### config.mk
export PLATFORM = sky130hd
export DESIGN_NAME = uart_fifo_bridge
export DESIGN_NICKNAME = d
export VERILOG_FILES = /design/src/rtl/uart_fifo_bridge_pkg.sv /design/src/rtl/bridge_sync_fifo.sv /design/src/rtl/uart_fifo_bridge.sv
export SDC_FILE = /design/constraint.sdc
export NUM_CORES = 1
export LEC_CHECK = 0
export CORE_AREA = 2 2 177 179
export DETAILED_ROUTE_END_ITERATION = 10
export DIE_AREA = 0 0 179 181
export SLEW_MARGIN = 20
export SYNTH_ARGS = -nofsm -noshare
export SYNTH_HDL_FRONTEND = slang
export SYNTH_SLANG_ARGS = --single-unit
### constraint.sdc
create_clock -name clk -period 5.3 [get_ports clk]
set_input_delay 0.795 -clock clk [delete_from_list [all_inputs] [get_ports clk]]
set_output_delay 0.795 -clock clk [all_outputs]
set_load 0.01 [all_outputs]
### src/rtl/uart_fifo_bridge_pkg.sv
// Shared types and constants for the UART FIFO bridge: TX FSM encoding,
// the UART "no data" read value and the byte width.
package uart_fifo_bridge_pkg;

  localparam int BYTE_W = 8;

  localparam logic [31:0] UART_NO_DATA = 32'hFFFF_FFFF;

  typedef enum logic {
    IDLE = 1'b0,
    SEND = 1'b1
  } tx_state_t;

endpackage

### src/rtl/bridge_sync_fifo.sv
// Single-clock FIFO with an occupancy counter that runs 0..DEPTH; full and
// empty are decoded from the registered level. DEPTH must be a power of two.
module bridge_sync_fifo #(
  parameter int WIDTH = 8,
  parameter int DEPTH = 16
) (
  input  logic                     clk,
  input  logic                     resetn,
  input  logic                     push,
  input  logic [WIDTH-1:0]         din,
  input  logic                     pop,
  output logic                     full,
  output logic                     empty,
  output logic [$clog2(DEPTH):0]   level,
  output logic [WIDTH-1:0]         head
);

  localparam int AW = $clog2(DEPTH);
  localparam int LW = AW + 1;

  logic [WIDTH-1:0] mem [DEPTH];
  logic [AW-1:0]    wr_ptr;
  logic [AW-1:0]    rd_ptr;
  logic             do_push;
  logic             do_pop;

  assign full    = (level == LW'(DEPTH));
  assign empty   = (level == '0);
  assign do_push = push && !full;
  assign do_pop  = pop && !empty;
  assign head    = mem[rd_ptr];

  // NOTE: sequential state uses non-blocking (<=) so every flop samples the
  // pre-edge values; blocking here would create order-dependent races.
  always_ff @(posedge clk or negedge resetn) begin
    if (!resetn) begin
      wr_ptr <= '0;
      rd_ptr <= '0;
      level  <= '0;
    end else begin
      if (do_push) wr_ptr <= wr_ptr + AW'(1);
      if (do_pop)  rd_ptr <= rd_ptr + AW'(1);
      case ({do_push, do_pop})
        2'b10:   level <= level + LW'(1);
        2'b01:   level <= level - LW'(1);
        default: level <= level;
      endcase
    end
  end

  // NOTE: storage is deliberately not reset; the pointers and level define
  // what is valid, and a reset on the array would block RAM inference.
  always_ff @(posedge clk) begin
    if (do_push) mem[wr_ptr] <= din;
  end

endmodule

### src/rtl/uart_fifo_bridge.sv
// CPU <-> UART data-register bridge with TX and RX FIFOs. Optional sticky
// overflow flags are built when UART_FIFO_BRIDGE_OVF_EN is defined.
module uart_fifo_bridge
  import uart_fifo_bridge_pkg::*;
#(
  parameter int TX_DEPTH = 16,
  parameter int RX_DEPTH = 16
) (
  input  logic                        clk,
  input  logic                        resetn,
  input  logic                        tx_we,
  input  logic [7:0]                  tx_di,
  output logic                        tx_full,
  output logic [$clog2(TX_DEPTH):0]   tx_level,
  input  logic                        rx_re,
  output logic [31:0]                 rx_do,
  output logic [$clog2(RX_DEPTH):0]   rx_level,
  output logic                        uart_dat_we,
  output logic [31:0]                 uart_dat_di,
  input  logic                        uart_dat_wait,
  output logic                        uart_dat_re,
  input  logic [31:0]                 uart_dat_do,
  output logic [1:0]                  ovf_flags,
  input  logic                        ovf_clr
);

  tx_state_t         state;
  tx_state_t         state_next;
  logic [BYTE_W-1:0] hold;
  logic [BYTE_W-1:0] tx_head;
  logic              tx_empty;
  logic              tx_pop;

  logic [BYTE_W-1:0] rx_head;
  logic              rx_full;
  logic              rx_empty;

  bridge_sync_fifo #(.WIDTH(BYTE_W), .DEPTH(TX_DEPTH)) u_tx_fifo (
    .clk    (clk),
    .resetn (resetn),
    .push   (tx_we),
    .din    (tx_di),
    .pop    (tx_pop),
    .full   (tx_full),
    .empty  (tx_empty),
    .level  (tx_level),
    .head   (tx_head)
  );

  always_ff @(posedge clk or negedge resetn) begin
    if (!resetn) state <= IDLE;
    else         state <= state_next;
  end

  // NOTE: every always_comb output gets a default first so no path leaves
  // it unassigned, which would otherwise infer a latch.
  always_comb begin
    state_next = state;
    case (state)
      IDLE:    if (!tx_empty)      state_next = SEND;
      SEND:    if (!uart_dat_wait) state_next = IDLE;
      default: state_next = IDLE;
    endcase
  end

  always_comb begin
    tx_pop      = 1'b0;
    uart_dat_we = 1'b0;
    case (state)
      IDLE:    tx_pop      = !tx_empty;
      SEND:    uart_dat_we = 1'b1;
      default: ;
    endcase
  end

  always_ff @(posedge clk or negedge resetn) begin
    if (!resetn)     hold <= '0;
    else if (tx_pop) hold <= tx_head;
  end

  assign uart_dat_di = {{(32-BYTE_W){1'b0}}, hold};

  // Drain the UART's single receive slot whenever there is room downstream.
  assign uart_dat_re = (uart_dat_do != UART_NO_DATA) && !rx_full;

  bridge_sync_fifo #(.WIDTH(BYTE_W), .DEPTH(RX_DEPTH)) u_rx_fifo (
    .clk    (clk),
    .resetn (resetn),
    .push   (uart_dat_re),
    .din    (uart_dat_do[BYTE_W-1:0]),
    .pop    (rx_re),
    .full   (rx_full),
    .empty  (rx_empty),
    .level  (rx_level),
    .head   (rx_head)
  );

  assign rx_do = rx_empty ? UART_NO_DATA : {{(32-BYTE_W){1'b0}}, rx_head};

`ifdef UART_FIFO_BRIDGE_OVF_EN
  logic [1:0] ovf_set;

  assign ovf_set = {rx_re && rx_empty, tx_we && tx_full};

  // A new event in the same cycle as a clear survives the clear.
  always_ff @(posedge clk or negedge resetn) begin
    if (!resetn) ovf_flags <= '0;
    else         ovf_flags <= (ovf_clr ? 2'b00 : ovf_flags) | ovf_set;
  end
`else
  // Flags are constant zero; ovf_clr is referenced only to keep the port live.
  assign ovf_flags = {2{ovf_clr}} & 2'b00;
`endif

endmodule

==> metrics.csv, run 1 <==
stage,metric,value,unit
global_route,vias in the first global route,6262,
timing,Worst-Margin Slew,1.00,ns
setup_path,crit end category,primary output,
clock_network,latest clock arrival within the worst-skew pair,0.54,ns
place,DP Worst Slack,0.723,ns
power,Lkg Pwr,4.83,nW
yosys,Synth Warn #,0,
yosys,Netlist cell types,36,
setup_path,"Req. time, crit path",4.51,ns
timing,setup violators final,0,
setup_path,Critical Path AT,3.42,ns
detailed_routing,DRC Markers,0,
yosys,post-synthesis average cell area,18.2,sq um
global_route,Total GRT Usage,0.158,
flow_run,max-cap violations,0,
final_layout,fin util,0.466,
setup_path,CP Max Fanout,8,
timing,Final min period,4.21,ns
detailed_routing,antenna-violating nets left,0,
setup_path,startpoint types,register,
final_layout,final net count,817,
min_path,worst min-delay path class,input port to asynchronous set/reset pin,
place,Post-Place Cells,1114,
detailed_routing,via count,5984,
timing,clk_skew,0.00811,ns
clock_network,CTS tree,yes,
power,sw frac,0.319,
power,Combinational Power Share,0.321,
yosys,"flops & latches, synth",291,
final_layout,layout cells sized above 1,0.169,
clock_network,Root Buffer Master,clkbuf_16,
timing,Fmax,238,MHz
global_route,gr ovfl total,0,
power,switching power,2.49,mW
clock_network,clock slew at reported path FFs,0.06,ns
power,P_int,5.33,mW
global_route,initial antenna violation count,0,
die,IO Pins,125,
clock_network,number of hold buffers added after CTS,0,
detailed_routing,DR pass1 iterations,4,
power,clock group share of total power,0.244,
power,Seq pwr share,0.435,
die,FP Rows,64,
die,die width,179,um
yosys,mapped cell area,12100,sq um
clock_network,total CTS buffers,30,
timing,Worst slew margin,0.326,
status,outcome,completed,
yosys,Mapped Cells,662,
place,Final Wtd Congestion,0.780,
die,Die Area,32400,sq um
clock_network,CTS sink cnt,291,
clock_network,"Setup Fix Bufs, Post-CTS",0,
timing,total negative slack,0,ns
clock_network,Clock Path Buffers,3,
setup_path,worst setup path class,register to primary output,
die,overall die height,181,um
detailed_routing,post-DR wirelength/cell,21.9,um
die,Initial Utilization,0.398,
detailed_routing,vias per cell,5.11,
place,HPWL after DPL,17.3,mm
detailed_routing,Starting DRT DRC Count,543,
final_layout,n_diodes,0,
place,PortBufs,97,
timing,Final Max Tran Viols,0,
timing,Final period util,0.794,
global_route,first-pass GRT wire length,38.1,mm
detailed_routing,Routed WL,25.6,mm
die,Core ar.,30300,sq um
yosys,"Seq/Total Area, Yosys",0.709,
timing,PnR worst setup slack,1.09,ns
power,maximum vdd drop,315,uV
power,pwr dens,552,nW/um^2
global_route,largest net degree at the start of global routing,36,
timing,Final Hold Fails,0,
clock_network,CTS resizes,0,
clock_network,# H-tree levels,1,
final_layout,Syn-to-layout area delta,17.2,%
timing,RSZ-0062 raised after global routing,no,
final_layout,post-route insts no fill,1171,
final_layout,fill count,2520,
## sequential cells by signal, indices dropped and copies added, names as in the netlist
signal	cells
u_rx_fifo.mem	128
state	1
u_rx_fifo.rd_ptr	4
u_rx_fifo.wr_ptr	4
hold	8
u_tx_fifo.wr_ptr	4
u_tx_fifo.rd_ptr	4
u_tx_fifo.level	5
u_rx_fifo.level	5
u_tx_fifo.mem	128
## layer usage
metal  share of wire  track usage  vias up  wire (um)
li1                -            -     2691          -
met1            0.40        0.201     3089      10300
met2            0.53        0.284      162      13600
met3           0.044       0.0215       42       1130
met4           0.022       0.0361        0        564
met5               0            0        -          0
## path summary, 6_finish.rpt
path                       cells after the start             endpoint                from  slack, ns
max reg2reg                                   11   u_tx_fifo.level[4]  u_tx_fifo.level[1]       1.78
max in group asynchronous                      1  u_rx_fifo.rd_ptr[0]              resetn       4.27
min reg2reg                                    2              hold[2]             hold[2]       0.48
min in group clk                               2              hold[2]             hold[2]       0.48
min                                            1  u_rx_fifo.wr_ptr[2]              resetn       0.39
max                                            5             rx_do[4]  u_rx_fifo.level[0]       1.09
## final cells by class
type / instances / area (sq um) / share of cell area
clock inverters: 17 / 85.1 / 0.00601
flip-flops and latches: 291 / 8570 / 0.605
clock buffers: 39 / 816 / 0.0576
repair buffers: 114 / 1090 / 0.0773
well taps: 396 / 495 / 0.0350
multi-input cells: 298 / 3030 / 0.214
inverters: 16 / 60.1 / 0.00424
## worst max-delay path: stages (launching register included)
cell	delay, ns
dfrtp_1	0.45
nor4_1	0.88
nor2b_1	0.36
nor2_1	0.24
a22oi_1	0.33
clkdlybuf4s50_1	0.61
## cells in the mapped netlist, drive strengths merged
cell type / number / area share
o21ai: 15 / 0.0062
nor4: 4 / 0.0021
clkbuf: 13 / 0.0040
mux4: 65 / 0.12
or3b: 1 / 0.00073
and3b: 1 / 0.00073
xnor2: 15 / 0.011
a22oi: 9 / 0.0056
a21o: 3 / 0.0019
mux2: 3 / 0.0031
or2: 2 / 0.0010
edfxtp: 256 / 0.64
dfrtp: 35 / 0.073
nor2: 18 / 0.0056
a21oi: 4 / 0.0017
nand2: 36 / 0.011
fa: 2 / 0.0033
nand4: 12 / 0.0062
ha: 18 / 0.019
xor2: 6 / 0.0044
nor2b: 5 / 0.0026
mux2i: 23 / 0.019
nor3b: 1 / 0.00062
and2: 9 / 0.0047
o221ai: 7 / 0.0051
inv: 16 / 0.0050
buf: 69 / 0.039
nand2b: 3 / 0.0016
conb: 1 / 0.00031
nor3: 8 / 0.0033
nand3: 2 / 0.00083
## placed cells by master (no fill, tap or decap), types with 3 or more instances in the layout
cell / instances
nand2b_1: 3
nor2b_1: 5
clkinv_2: 3
dfrtp_2: 4
xor2_1: 6
clkbuf_1: 7
mux2i_1: 23
nand2_1: 36
edfxtp_1: 256
conb_1: 26
clkinv_1: 10
buf_4: 16
o21ai_0: 15
nor4_1: 4
a22oi_1: 9
clkbuf_16: 31
o221ai_1: 7
ha_1: 18
mux4_2: 63
a21oi_1: 4
clkdlybuf4s50_1: 96
xnor2_1: 15
and2_1: 9
inv_1: 16
dfrtp_1: 31
a21o_1: 3
nor2_1: 18
nand4_1: 12
nor3_1: 7
## stage by stage
step           total power, mW  hold WS, ns  instance area, sq um
2_1_floorplan             5.00        0.479                 12200
3_3_place_gp              5.87        0.473                 13200
3_5_place_dp              6.01        0.480                 13200
4_1_cts                   7.92        0.419                 14100
5_1_grt                   8.23        0.463                 14200
6_report                  7.82        0.393                 14200
## cell families after synthesis
logic type      share of synthesized area
flops                               0.709
simple gates                       0.0411
buf+inv                            0.0482
mux                                 0.144
compound gates                     0.0204
xor+xnor                           0.0152
fa+ha+maj                          0.0220
other cells                      0.000310
## power groups by stage
stage | combinational (mW) | sequential (mW) | clock [mW]
global placement | 2.45 | 3.42 | 0
detailed placement | 2.55 | 3.47 | 0
floorplan | 1.86 | 3.14 | 0
CTS | 2.56 | 3.42 | 1.95
global route | 2.72 | 3.47 | 2.04
finish | 2.51 | 3.40 | 1.90
Power figures use the tool's default switching activity.
==> run 2: changes to the inputs <==
Clock period 5.3 ns to 3.91 ns, I/O delays scaled along.
==> run 2 against run 1 <==
  * Routed wire length decreased by 4.4%
  * Largest cell class unchanged
  * Die area unchanged
  * Combinational power increased by 43%
  * Setup slack got worse by 0.83 ns
==> metrics.csv, run 2 (synthesis gave the netlist of run 1 again) <==
stage,metric,value,unit,change
status,outcome,completed,,unchanged
global_route,gr ovfl total,0,,unchanged
clock_network,Clock Path Buffers,3,,unchanged
setup_path,"Req. time, crit path",3.32,ns,was 4.51 ns
setup_path,CP max stage delay,0.60,ns,was 0.88 ns
timing,Final Max Tran Viols,0,,unchanged
die,overall die height,181,um,unchanged
clock_network,clock slew at reported path FFs,0.06,ns,about the same
timing,clk_skew,0.0175,ns,was 0.00811 ns
flow_run,max-cap violations,0,,unchanged
min_path,worst min-delay path class,input port to asynchronous set/reset pin,,unchanged
setup_path,worst reg2reg path depth,11,,unchanged
timing,Fmax,274,MHz,
setup_path,CP Max Fanout,8,,unchanged
die,die width,179,um,unchanged
die,Die Area,32400,sq um,unchanged
final_layout,layout cells sized above 1,0.183,,was 0.169
global_route,Total GRT Usage,0.152,,was 0.158
clock_network,CTS sink cnt,291,,unchanged
setup_path,Crit-path slowest cell,clkdlybuf4s50_1,,was nor4_1
setup_path,"CP delay by family, top",simple AND/OR/NAND/NOR gates,,unchanged
die,FP Rows,64,,unchanged
timing,Final period util,0.934,,
die,Initial Utilization,0.398,,unchanged
power,total chip power,10.8,mW,was 7.82 mW
detailed_routing,DR pass1 iterations,4,,unchanged
die,IO Pins,125,,unchanged
final_layout,fill count,2498,,was 2520
timing,Worst slew margin,0.356,,was 0.326
place,PortBufs,97,,unchanged
place,Post-Place Cells,1123,,was 1114
clock_network,CTS tree,yes,,unchanged
power,pwr dens,755,nW/um^2,was 552 nW/um^2
setup_path,Crit path depth,5,,unchanged
final_layout,Syn-to-layout area delta,18.5,%,was 17.2%
timing,Final Hold Fails,0,,unchanged
detailed_routing,DRC Markers,0,,unchanged
setup_path,FF-to-FF Start,u_tx_fifo.level[1],,unchanged
clock_network,number of hold buffers added after CTS,0,,unchanged
power,Seq pwr share,0.406,,was 0.435
global_route,largest net degree at the start of global routing,36,,unchanged
detailed_routing,post-DR wirelength/cell,20.7,um,was 21.9 um
clock_network,Root Buffer Master,clkbuf_16,,unchanged
timing,Final min period,3.65,ns,
final_layout,most frequent cells in the layout,"edfxtp_1, clkdlybuf4s50_1, mux4_2",,unchanged
detailed_routing,antenna-violating nets left,0,,unchanged
global_route,vias in the first global route,6341,,was 6262
power,clock group share of total power,0.260,,was 0.244
final_layout,Largest regs,"u_rx_fifo.mem (128), u_tx_fifo.mem (128), hold (8)",,unchanged
timing,Worst-Margin Slew,0.965,ns,was 1.00 ns
detailed_routing,vias per cell,5.06,,was 5.11
final_layout,Finished Cell Area,14300,sq um,was 14200 sq um
timing,setup violators final,0,,unchanged
global_route,first-pass GRT wire length,37.2,mm,was 38.1 mm
final_layout,final net count,825,,was 817
place,HPWL after DPL,17.0,mm,was 17.3 mm
setup_path,FF-to-FF End,u_tx_fifo.level[4],,unchanged
power,maximum vdd drop,359,uV,was 315 uV
detailed_routing,Routed WL,24.5,mm,was 25.6 mm
power,Combinational Power Share,0.333,,was 0.321
timing,RSZ-0062 raised after global routing,no,,unchanged
clock_network,# H-tree levels,1,,unchanged
timing,total negative slack,0,ns,unchanged
place,Final Wtd Congestion,0.768,,was 0.780
setup_path,crit end category,primary output,,unchanged
final_layout,"most common cell after layout, fill and taps aside",edfxtp_1,,unchanged
detailed_routing,Starting DRT DRC Count,369,,was 543
place,Post-DP Area,13300,sq um,was 13200 sq um
detailed_routing,via count,5971,,was 5984
final_layout,n_diodes,0,,unchanged
power,Lkg Pwr,4.93,nW,was 4.83 nW
power,P_int,7.48,mW,was 5.33 mW
setup_path,CP Buf/Inv Count,1,,unchanged
power,sw frac,0.308,,was 0.319
setup_path,Critical Path AT,3.06,ns,was 3.42 ns
setup_path,startpoint types,register,,unchanged
setup_path,reg2reg setup slack,0.40,ns,was 1.78 ns
power,switching power,3.33,mW,was 2.49 mW
clock_network,latest clock arrival within the worst-skew pair,0.54,ns,about the same
final_layout,post-route insts no fill,1179,,was 1171
setup_path,worst-path cell chain,nor4_2 -> nor2b_1 -> nor2_1 -> a22oi_1 -> clkdlybuf4s50_1,,was nor4_1 -> nor2b_1 -> nor2_1 -> a22oi_1 -> clkdlybuf4s50_1
clock_network,total CTS buffers,30,,unchanged
global_route,initial antenna violation count,0,,unchanged
setup_path,worst setup path class,register to primary output,,unchanged
die,Core ar.,30300,sq um,unchanged
## run 2: per-stage QoR
| stage | hold WS [ns] | util | setup slack [ns] |
|---|---|---|---|
| after floorplan | 0.291 | - | 0.389 |
| after global placement | 0.477 | 0.439 | 0.469 |
| after detailed placement | 0.484 | 0.439 | 0.450 |
| after CTS | 0.220 | 0.472 | 0.146 |
| after global routing | 0.270 | 0.472 | 0.0803 |
| final | 0.208 | 0.472 | 0.260 |
## run 2: worst register-to-register path, stage by stage (launching register included)
cell and delay (ns):
dfrtp_1 0.43, nor4_1 0.38, nor2b_1 0.29, or2_2 0.37
inv_1 0.22, ha_1 0.30, ha_1 0.33, nor2b_1 0.14
o21ai_0 0.23, a21oi_1 0.11, or3b_2 0.46, xnor2_1 0.14
## run 2: worst max-delay path by stage
stage	endpoint	start	slack, ns
floorplan	u_rx_fifo.level[4]	u_rx_fifo.level[0]	0.39
global route	rx_do[6]	u_rx_fifo.level[0]	0.08
CTS	rx_do[6]	u_rx_fifo.level[0]	0.15
finish	rx_do[6]	u_rx_fifo.level[0]	0.26
global placement	u_rx_fifo.level[4]	uart_dat_do[3]	0.47
detailed placement	u_tx_fifo.level[4]	u_tx_fifo.level[1]	0.45
## run 2: timing repair
action | CTS | global route
buffers inserted | 0 | 0
hold endpoints to repair | 0 | 0
gates resized for setup | 1 | 0
setup endpoints to repair | 3 | 0
## run 2: power by group through the flow
| stage | clock (mW) | combinational (mW) | sequential [mW] |
|---|---|---|---|
| final | 2.81 | 3.60 | 4.39 |
| after CTS | 2.86 | 3.67 | 4.40 |
| after global routing | 3.01 | 3.91 | 4.46 |
| after global placement | 0 | 3.55 | 4.41 |
| after floorplan | 0 | 2.52 | 4.26 |
| after detailed placement | 0 | 3.66 | 4.46 |
## run 2: final cells by class
class | count | area [sq um] | share of cell area
Clock buffer | 46 | 882 | 0.0616
Clock inverter | 10 | 110 | 0.00769
Inverter | 16 | 60.1 | 0.00420
Multi-Input combinational cell | 298 | 3040 | 0.212
Sequential cell | 291 | 8560 | 0.598
Tap cell | 396 | 495 | 0.0346
Timing Repair Buffer | 122 | 1170 | 0.0815
## run 2: layer usage
layer,vias up,track usage,wire (um)
met1,3079,0.190,9910
met5,-,0,0
li1,2697,-,-
met2,153,0.275,13000
met4,0,0.0403,554
met3,42,0.0217,1020
==> run 3: changes to the inputs <==
Settings changed: CTS_BUF_LIST set to sky130_fd_sc_hd__clkbuf_8.
==> run 3 against run 2 <==
  * Largest cell class unchanged
  * Sequential cell count unchanged
  * Non-clock buffer count is the same
  * Via count rose by 1.3%
  * Global-route usage increased by 0.27 points
==> metrics.csv, run 3 (synthesis gave the netlist of run 1 again) <==
stage,metric,value,unit,change
status,outcome,completed,,unchanged
setup_path,startpoint types,register,,unchanged
timing,setup violators final,0,,unchanged
flow_run,max-cap violations,0,,unchanged
die,Initial Utilization,0.398,,unchanged
setup_path,Critical Path AT,3.04,ns,was 3.06 ns
final_layout,Syn-to-layout area delta,18.2,%,was 18.5%
timing,Final Max Tran Viols,0,,unchanged
final_layout,Largest regs,"u_rx_fifo.mem (128), u_tx_fifo.mem (128), hold (8)",,unchanged
die,FP Rows,64,,unchanged
clock_network,Root Buffer Master,clkbuf_8,,was clkbuf_16
global_route,first-pass GRT wire length,37.6,mm,was 37.2 mm
setup_path,worst setup path class,register to primary output,,unchanged
timing,Final min period,3.63,ns,was 3.65 ns
setup_path,worst reg2reg path depth,11,,unchanged
detailed_routing,Starting DRT DRC Count,397,,was 369
clock_network,CTS resizes,1,,unchanged
timing,Worst-Margin Slew,0.972,ns,was 0.965 ns
power,Combinational Power Share,0.340,,was 0.333
die,die width,179,um,unchanged
clock_network,"Setup Fix Bufs, Post-CTS",0,,unchanged
global_route,Total GRT Usage,0.155,,was 0.152
clock_network,latest clock arrival within the worst-skew pair,0.55,ns,was 0.54 ns
clock_network,Clock Path Buffers,3,,unchanged
power,sw frac,0.316,,was 0.308
min_path,worst min-delay path class,input port to asynchronous set/reset pin,,unchanged
clock_network,number of hold buffers added after CTS,0,,unchanged
setup_path,FF-to-FF End,u_tx_fifo.level[4],,unchanged
die,Core ar.,30300,sq um,unchanged
final_layout,"most common cell after layout, fill and taps aside",edfxtp_1,,unchanged
timing,Final Hold Fails,0,,unchanged
power,total chip power,10.6,mW,was 10.8 mW
power,Lkg Pwr,4.99,nW,was 4.93 nW
global_route,gr ovfl total,0,,unchanged
global_route,vias in the first global route,6547,,was 6341
clock_network,# H-tree levels,2,,was 1
setup_path,crit end category,primary output,,unchanged
detailed_routing,antenna-violating nets left,0,,unchanged
place,Final Wtd Congestion,0.768,,unchanged
detailed_routing,vias per cell,5.00,,was 5.06
die,IO Pins,125,,unchanged
global_route,initial antenna violation count,0,,unchanged
setup_path,reg2reg setup slack,0.45,ns,was 0.40 ns
final_layout,n_diodes,0,,unchanged
setup_path,CP Max Fanout,8,,unchanged
place,HPWL after DPL,17.0,mm,unchanged
die,Die Area,32400,sq um,unchanged
detailed_routing,Routed WL,24.8,mm,was 24.5 mm
setup_path,"Req. time, crit path",3.32,ns,about the same
detailed_routing,DRC Markers,0,,unchanged
timing,Fmax,276,MHz,was 274 MHz
final_layout,layout cells sized above 1,0.194,,was 0.183
die,overall die height,181,um,unchanged
power,clock group share of total power,0.247,,was 0.260
global_route,largest net degree at the start of global routing,36,,unchanged
clock_network,CTS tree,yes,,unchanged
setup_path,FF-to-FF Start,u_tx_fifo.level[1],,unchanged
final_layout,most frequent cells in the layout,"edfxtp_1, clkdlybuf4s50_1, mux4_2",,unchanged
power,maximum vdd drop,321,uV,was 359 uV
timing,RSZ-0062 raised after global routing,no,,unchanged
detailed_routing,post-DR wirelength/cell,20.5,um,was 20.7 um
detailed_routing,via count,6049,,was 5971
clock_network,total CTS buffers,48,,was 30
detailed_routing,DR pass1 iterations,6,,was 4
final_layout,fill count,2509,,was 2498
clock_network,clock slew at reported path FFs,0.06,ns,about the same
power,switching power,3.35,mW,was 3.33 mW
final_layout,final net count,843,,was 825
power,Seq pwr share,0.414,,was 0.406
power,pwr dens,743,nW/um^2,was 755 nW/um^2
place,PortBufs,97,,unchanged
power,P_int,7.26,mW,was 7.48 mW
clock_network,CTS sink cnt,291,,unchanged
timing,total negative slack,0,ns,unchanged
timing,Worst slew margin,0.352,,was 0.356
timing,Final period util,0.928,,was 0.934
timing,clk_skew,0.0262,ns,was 0.0175 ns
[run 3: changes by cell type in the layout (fill, tap and decap cells not counted), moves of 2 or more]
cell	change
clkinv_2	-2
inv_1	+19
bufinv_16	+2
clkbuf_16	-31
clkbuf_1	-10
clkbuf_8	+46
clkinv_1	+6
[run 3: worst max-delay path by stage]
stage / start / endpoint / slack (ns) / cells after the start
final: u_rx_fifo.level[0] / rx_do[6] / 0.28 / 5
after floorplan: u_rx_fifo.level[0] / u_rx_fifo.level[4] / 0.39 / 11
after global placement: uart_dat_do[3] / u_rx_fifo.level[4] / 0.47 / 12
after global routing: u_rx_fifo.level[0] / rx_do[6] / 0.12 / 5
after detailed placement: u_tx_fifo.level[1] / u_tx_fifo.level[4] / 0.45 / 11
after CTS: u_rx_fifo.level[0] / rx_do[6] / 0.17 / 5
[run 3: layer usage]
metal / GRT usage / part of all wire / up-vias / routed length, um
met5: 0 / 0 / - / 0
met4: 0.0472 / 0.021 / 0 / 519
met3: 0.0280 / 0.051 / 40 / 1250
met2: 0.277 / 0.53 / 170 / 13000
met1: 0.189 / 0.40 / 3101 / 9930
li1: - / - / 2738 / -
[run 3: layout make-up]
type	count	area, sq um	area share
timing repair buffer	122	1170	0.0817
tap	396	495	0.0347
sequential	291	8560	0.600
multi-input combinational	298	3040	0.213
inverter	16	60.1	0.00421
clock inverter	35	250	0.0175
clock buffer	51	702	0.0492
[run 3: power groups by stage]
| stage | Combinational [mW] | Sequential, mW | Clock [mW] |
|---|---|---|---|
| 6_report | 3.60 | 4.39 | 2.62 |
| 5_1_grt | 3.90 | 4.46 | 2.83 |
| 4_1_cts | 3.67 | 4.40 | 2.68 |
| 3_5_place_dp | 3.66 | 4.46 | 0 |
| 3_3_place_gp | 3.55 | 4.41 | 0 |
| 2_1_floorplan | 2.52 | 4.26 | 0 |
[run 3: critical path, cell delays in order, from the launching register on]
cell and delay [ns]:
dfrtp_1 0.45, nor4_2 0.55, nor2b_1 0.36, nor2_1 0.24, a22oi_1 0.32, clkdlybuf4s50_1 0.59
[run 3: stage by stage]
step | instance area [sq um] | hold slack (ns) | utilization | setup WS, ns | std cells
6_report | 14300 | 0.205 | 0.470 | 0.282 | 1209
3_5_place_dp | 13300 | 0.484 | 0.439 | 0.450 | 1123
3_3_place_gp | 13300 | 0.477 | 0.439 | 0.469 | 1123
4_1_cts | 14300 | 0.224 | 0.470 | 0.173 | 1209
5_1_grt | 14300 | 0.251 | 0.470 | 0.121 | 1209
2_1_floorplan | 12200 | 0.291 | - | 0.389 | 687
